### src/rtl/store_drain_buffer.sv
// In-order store buffer between the store queue and the cache/MMIO write ports.
// Same-word cacheable stores fold into the youngest entry; the head entry is never modified.
module store_drain_buffer #(
  parameter int DEPTH    = 4,
  parameter bit COALESCE = 1'b1
) (
  input  logic        clk,
  input  logic        rst,
  input  logic        IN_valid,
  input  logic [31:0] IN_addr,
  input  logic [31:0] IN_data,
  input  logic [3:0]  IN_wmask,
  input  logic        IN_isMMIO,
  output logic        OUT_stall,
  output logic        OUT_empty,
  output logic        OUT_fenceDone,
  output logic        OUT_cacheReq,
  output logic [29:0] OUT_cacheAddr,
  output logic [31:0] OUT_cacheData,
  output logic [3:0]  OUT_cacheWmask,
  input  logic        IN_cacheAck,
  output logic        OUT_mmioReq,
  output logic [31:0] OUT_mmioAddr,
  output logic [31:0] OUT_mmioData,
  output logic [3:0]  OUT_mmioWmask,
  input  logic        IN_mmioAck
);
  localparam int PW = $clog2(DEPTH);
  localparam int CW = PW + 1;

  typedef struct packed {
    logic [29:0] addr;
    logic [31:0] data;
    logic [3:0]  wmask;
    logic        is_mmio;
  } entry_t;

  entry_t          buf_q [DEPTH];
  entry_t          buf_d [DEPTH];
  logic [PW-1:0]   head_q, head_d, tail_q, tail_d, tail_idx;
  logic [CW-1:0]   count_q, count_d;
  logic            empty_q, empty_d;
  logic            fence_q, fence_d;

  entry_t head_e, tail_e, merged;
  logic   stall, accept, can_merge, merge, alloc;
  logic   head_vld, is_fence, cache_req, mmio_req, pop;
  logic   unused_addr_lsb;

  assign unused_addr_lsb = ^IN_addr[1:0];

  always_comb begin
    head_e    = buf_q[head_q];
    tail_idx  = tail_q - PW'(1);
    tail_e    = buf_q[tail_idx];
    stall     = (count_q == CW'(DEPTH));
    accept    = IN_valid && !stall;
    // Needs two entries so the merge target is never the locked head.
    can_merge = COALESCE && (count_q >= CW'(2)) &&
                !tail_e.is_mmio && (tail_e.wmask != 4'b0) &&
                !IN_isMMIO && (IN_wmask != 4'b0) &&
                (tail_e.addr == IN_addr[31:2]);
    merge     = accept && can_merge;
    alloc     = accept && !can_merge;

    head_vld  = (count_q != '0);
    is_fence  = (head_e.wmask == 4'b0);
    cache_req = head_vld && !is_fence && !head_e.is_mmio;
    mmio_req  = head_vld && !is_fence && head_e.is_mmio;
    pop       = head_vld && (is_fence || (cache_req && IN_cacheAck) ||
                             (mmio_req && IN_mmioAck));

    merged = tail_e;
    for (int b = 0; b < 4; b++)
      if (IN_wmask[b]) merged.data[8*b +: 8] = IN_data[8*b +: 8];
    merged.wmask = tail_e.wmask | IN_wmask;
  end

  always_comb begin
    buf_d = buf_q;
    if (alloc) buf_d[tail_q] = '{addr: IN_addr[31:2], data: IN_data,
                                 wmask: IN_wmask, is_mmio: IN_isMMIO};
    if (merge) buf_d[tail_idx] = merged;
    head_d  = head_q + PW'(pop);
    tail_d  = tail_q + PW'(alloc);
    count_d = count_q + CW'(alloc) - CW'(pop);
    empty_d = (count_d == '0);
    fence_d = pop && is_fence;
  end

  always_ff @(posedge clk) begin
    if (rst) begin
      head_q  <= '0;
      tail_q  <= '0;
      count_q <= '0;
      empty_q <= 1'b1;
      fence_q <= 1'b0;
    end else begin
      head_q  <= head_d;
      tail_q  <= tail_d;
      count_q <= count_d;
      empty_q <= empty_d;
      fence_q <= fence_d;
    end
  end

  // Payload needs no reset: entries are only read once counted valid.
  always_ff @(posedge clk) begin
    buf_q <= buf_d;
  end

  assign OUT_stall      = stall;
  assign OUT_empty      = empty_q;
  assign OUT_fenceDone  = fence_q;
  assign OUT_cacheReq   = cache_req;
  assign OUT_cacheAddr  = head_e.addr;
  assign OUT_cacheData  = head_e.data;
  assign OUT_cacheWmask = head_e.wmask;
  assign OUT_mmioReq    = mmio_req;
  assign OUT_mmioAddr   = {head_e.addr, 2'b00};
  assign OUT_mmioData   = head_e.data;
  assign OUT_mmioWmask  = head_e.wmask;

endmodule

### config.mk
export PLATFORM = sky130hd
export DESIGN_NAME = store_drain_buffer
export DESIGN_NICKNAME = d
export VERILOG_FILES = /design/src/rtl/store_drain_buffer.sv
export SDC_FILE = /design/constraint.sdc
export NUM_CORES = 1
export LEC_CHECK = 0
export ABC_CLOCK_PERIOD_IN_PS = 17500
export CAP_MARGIN = 20
export CORE_MARGIN = 2
export CORE_UTILIZATION = 40
export DETAILED_ROUTE_END_ITERATION = 6
export SETUP_SLACK_MARGIN = 0.4
export SLEW_MARGIN = 30
export SYNTH_ARGS = -nofsm -noshare
export SYNTH_HDL_FRONTEND = slang
export SYNTH_SLANG_ARGS = --single-unit
### constraint.sdc
create_clock -name clk -period 17.5 [get_ports clk]
set_input_delay 3.5 -clock clk [delete_from_list [all_inputs] [get_ports clk]]
set_output_delay 3.5 -clock clk [all_outputs]
set_load 0.02 [all_outputs]
==> out/qor.yml <==
synth_cell_type_count: 42
path_depth: 9
period_share_pct: 43.48
final_area_um2: 18880
via_per_inst: 6.351
rsz0062_at_grt: "no"
worstPathArrival_ns: 7.99
pwr-share-clk_pct: 17.2
ant_nets: 0
coreArea_um2: 38830
fp.dieH_um: 202.8
switching_share_pct: 38.94
final_cells: 2193
yosysSeqAreaShare_pct: 35.08
placedCellCount: 2131
synth-main-ff-cell: "dfxtp_1"
fin_skew_ns: 0.01990
synth_edf_count: 0
ys_warn_count: 0
syn2layout_area_growth_pct: 19.44
finalSetupViolations: 0
maxSlewHeadroom_pct: 39.87
cts_tree: "done"
postCtsSetupBuffers: 0
cts_buffers: 34
cp_top_family: "compound AO/OA/AOI/OAI gates"
ys_ff_latch: 277
ctsHoldBuffers: 0
status: "finished, final reports clean"
dr_wl_met2_um: 25110
cp.required_ns: 17.88
path_buf_inv: 2
grt_max_degree: 64
clk_path_buf_depth: 3
avgRoutedWirePerCell_um: 24.37
cp_slowest_stage_delay_ns: 0.77
die-area_um2: 41130
hold_path_class: "reg2reg"
detailed_place.area_um2: 17790
cts_resized: 0
drv_cap: 0
wl_met1_um: 22090
cts.sinks: 277
timing_worst_setup_path_type: "in2reg"
cts-root-buf: "clkbuf_16"
crit_top_cell: "nor4_1"
grt_antenna_before_repair: 5
power_frac_comb_pct: 53.1
fin_nets: 1735
r2r_cells: 11
min_period_ns: 7.610
critPathLaunchType: "primary input"
clk_pin_slew_ns: 0.06
worstMarginPinSlew_ns: 0.8952
grt_usage_pct: 25.27
grt_pass1_wl_um: 81530
p_per_area_nw_per_um2: 212.8
first_iter_violations: 1187
globalplace.congestion: 0.8189
dp_hpwl_um: 31030
slowest_stage: "or4_1"
total_leakage_power_nw: 7.426
clock_latency_ns: 0.51
cts_htree_levels: 2
rows: 72
synth_area_per_cell_um2: 9.955
drc: 0
synthArstFlopShare_pct: 0
fin_hold_ws_ns: 0.4599
routed_wl_um: 53440
wl_met3_um: 4864
path_max_fanout: 48
synth_top_area_share_pct: 35.08
port-buffer-count: 208
drive_gt1_share_pct: 15.25
start_util_pct: 40.72
internal-power_mw: 2.453
dr.pass1.iters: 5
crit_chain: "clkdlybuf4s50_1, nor4_1, nor4_1, nand4_1, or4_1, o21ai_4, buf_4, o21ai_1, a221o_1"
overflow: 0
seqPwrFrac_pct: 29.7
grt_pass1_vias: 13660
synth_cells: 1588
fmax_ghz: 0.1314
maxSlewViolCount: 0
ir_worst_vdd_v: 0.0001070
power_switching_mw: 1.565
syn_area_um2: 15810
routed.top_layer: "met5"
ys_top_cells_by_area: "dfxtp_1 (35%), mux4_2 (19%), a221o_1 (8.1%)"
synth_top_area_cell: "dfxtp_1"
finalHoldViolations: 0
dr_total_vias: 13930
setup-tns-final_ns: 0
power_mw: 4.018
fp.dieW_um: 202.8
hold_depth: 2
crit_path_end_kind: "register"
io_pins: 213
==> routing by layer <==
layer	vias to the layer above	track usage (%)
li1	6148	-
met2	800	41.14
met3	102	4.655
met5	-	0
met1	6873	33.91
met4	4	8.472
==> cell usage in the layout (no fill, tap or decap), types with 3 or more instances in the layout <==
cell type and instances:
mux2_2 16, o21ai_0 8, o21ai_4 7, a21oi_1 197
or4_1 4, nor4_1 3, nor2_1 74, nand3_1 8
nand4_1 8, clkbuf_16 35, a221o_1 128, a21boi_4 3
a22oi_1 72, dfxtp_1 274, inv_1 9, dfxtp_4 3
nor3_1 4, o211ai_1 8, buf_4 25, nand3_2 3
mux4_2 134, and2_1 38, o21ai_1 12, nand2_1 155
clkinv_2 3, nor2b_1 3, diode_2 3, ha_1 9
clkbuf_8 7, and3_1 128, mux2i_1 17, clkdlybuf4s50_1 208
xnor2_1 32, clkbuf_1 10
==> Yosys cell counts, drive strengths merged, types with 5 or more instances <==
master    n
a21oi   198
dfxtp   277
clkbuf   96
and3    130
mux2i    17
mux4    134
o21ai    28
o211ai    8
and2     38
nor2     74
a221o   128
xnor2    33
nand4     8
nand2   155
ha       10
nor4      5
a22oi    72
nor3      7
buf     115
nand3    11
inv       9
mux2     16
==> power by group through the flow <==
stage	clock, mW	combinational (mW)	sequential, mW
2_1_floorplan	0	1.58	1.09
3_3_place_gp	0	2.10	1.18
3_5_place_dp	0	2.13	1.20
4_1_cts	0.701	2.14	1.19
5_1_grt	0.730	2.27	1.23
6_report	0.692	2.13	1.19
==> through the flow <==
step | utilization [%] | setup WS (ns)
2_1_floorplan | - | 11.55
3_3_place_gp | 45.74 | 9.368
3_5_place_dp | 45.81 | 9.434
4_1_cts | 48.57 | 9.946
5_1_grt | 48.62 | 9.723
6_report | 48.63 | 9.890
==> worst paths after layout <==
check	from	slack (ns)	end
min reg2reg	buf_q[196]$_DFF_P_	0.46	buf_q[196]$_DFF_P_
max	IN_wmask[2]	9.89	buf_q[165]$_DFF_P_
min	buf_q[196]$_DFF_P_	0.46	buf_q[196]$_DFF_P_
max reg2reg	tail_q[0]$_SDFF_PP0_	10.50	buf_q[165]$_DFF_P_
==> logic make-up (layout without fill, tap and decap cells) <==
group	count (synthesis)	in the layout	synth area share, %
compound gates	439	439	19.64
buf+inv	221	304	7.376
other cells	1	5	0.02372
simple gates	437	437	13.68
flops	277	277	35.08
xor+xnor	35	35	1.987
fa+ha+maj	11	11	0.9181
mux	167	167	21.31
==> final cells by class <==
| type | instances | area (µm²) |
|---|---|---|
| multi-input combinational | 1091 | 9241 |
| sequential | 277 | 5557 |
| antenna | 3 | 7.507 |
| tap | 518 | 648.1 |
| timing repair buffer | 236 | 2320 |
| clock inverter | 6 | 61.31 |
| inverter | 10 | 37.54 |
| fill | 3477 | 19950 |
| clock buffer | 52 | 1010 |
==> state kept, by name, indices dropped and copies added (netlist names) <==
signal / cells
count_q: 3
OUT_fenceDone: 1
OUT_empty: 1
head_q: 2
tail_q: 2
buf_q: 268
==> worst reg2reg max path, cell delays in order, from the launching register on <==
cell	delay [ns]
dfxtp_4	0.35
clkinv_1	0.56
ha_4	1.09
buf_4	0.77
mux4_2	0.46
xnor2_1	0.17
nand4_1	0.26
or4_1	0.86
o21ai_4	0.72
buf_4	0.73
o21ai_1	0.50
a221o_1	0.41
(Power assumes the default switching activity.)
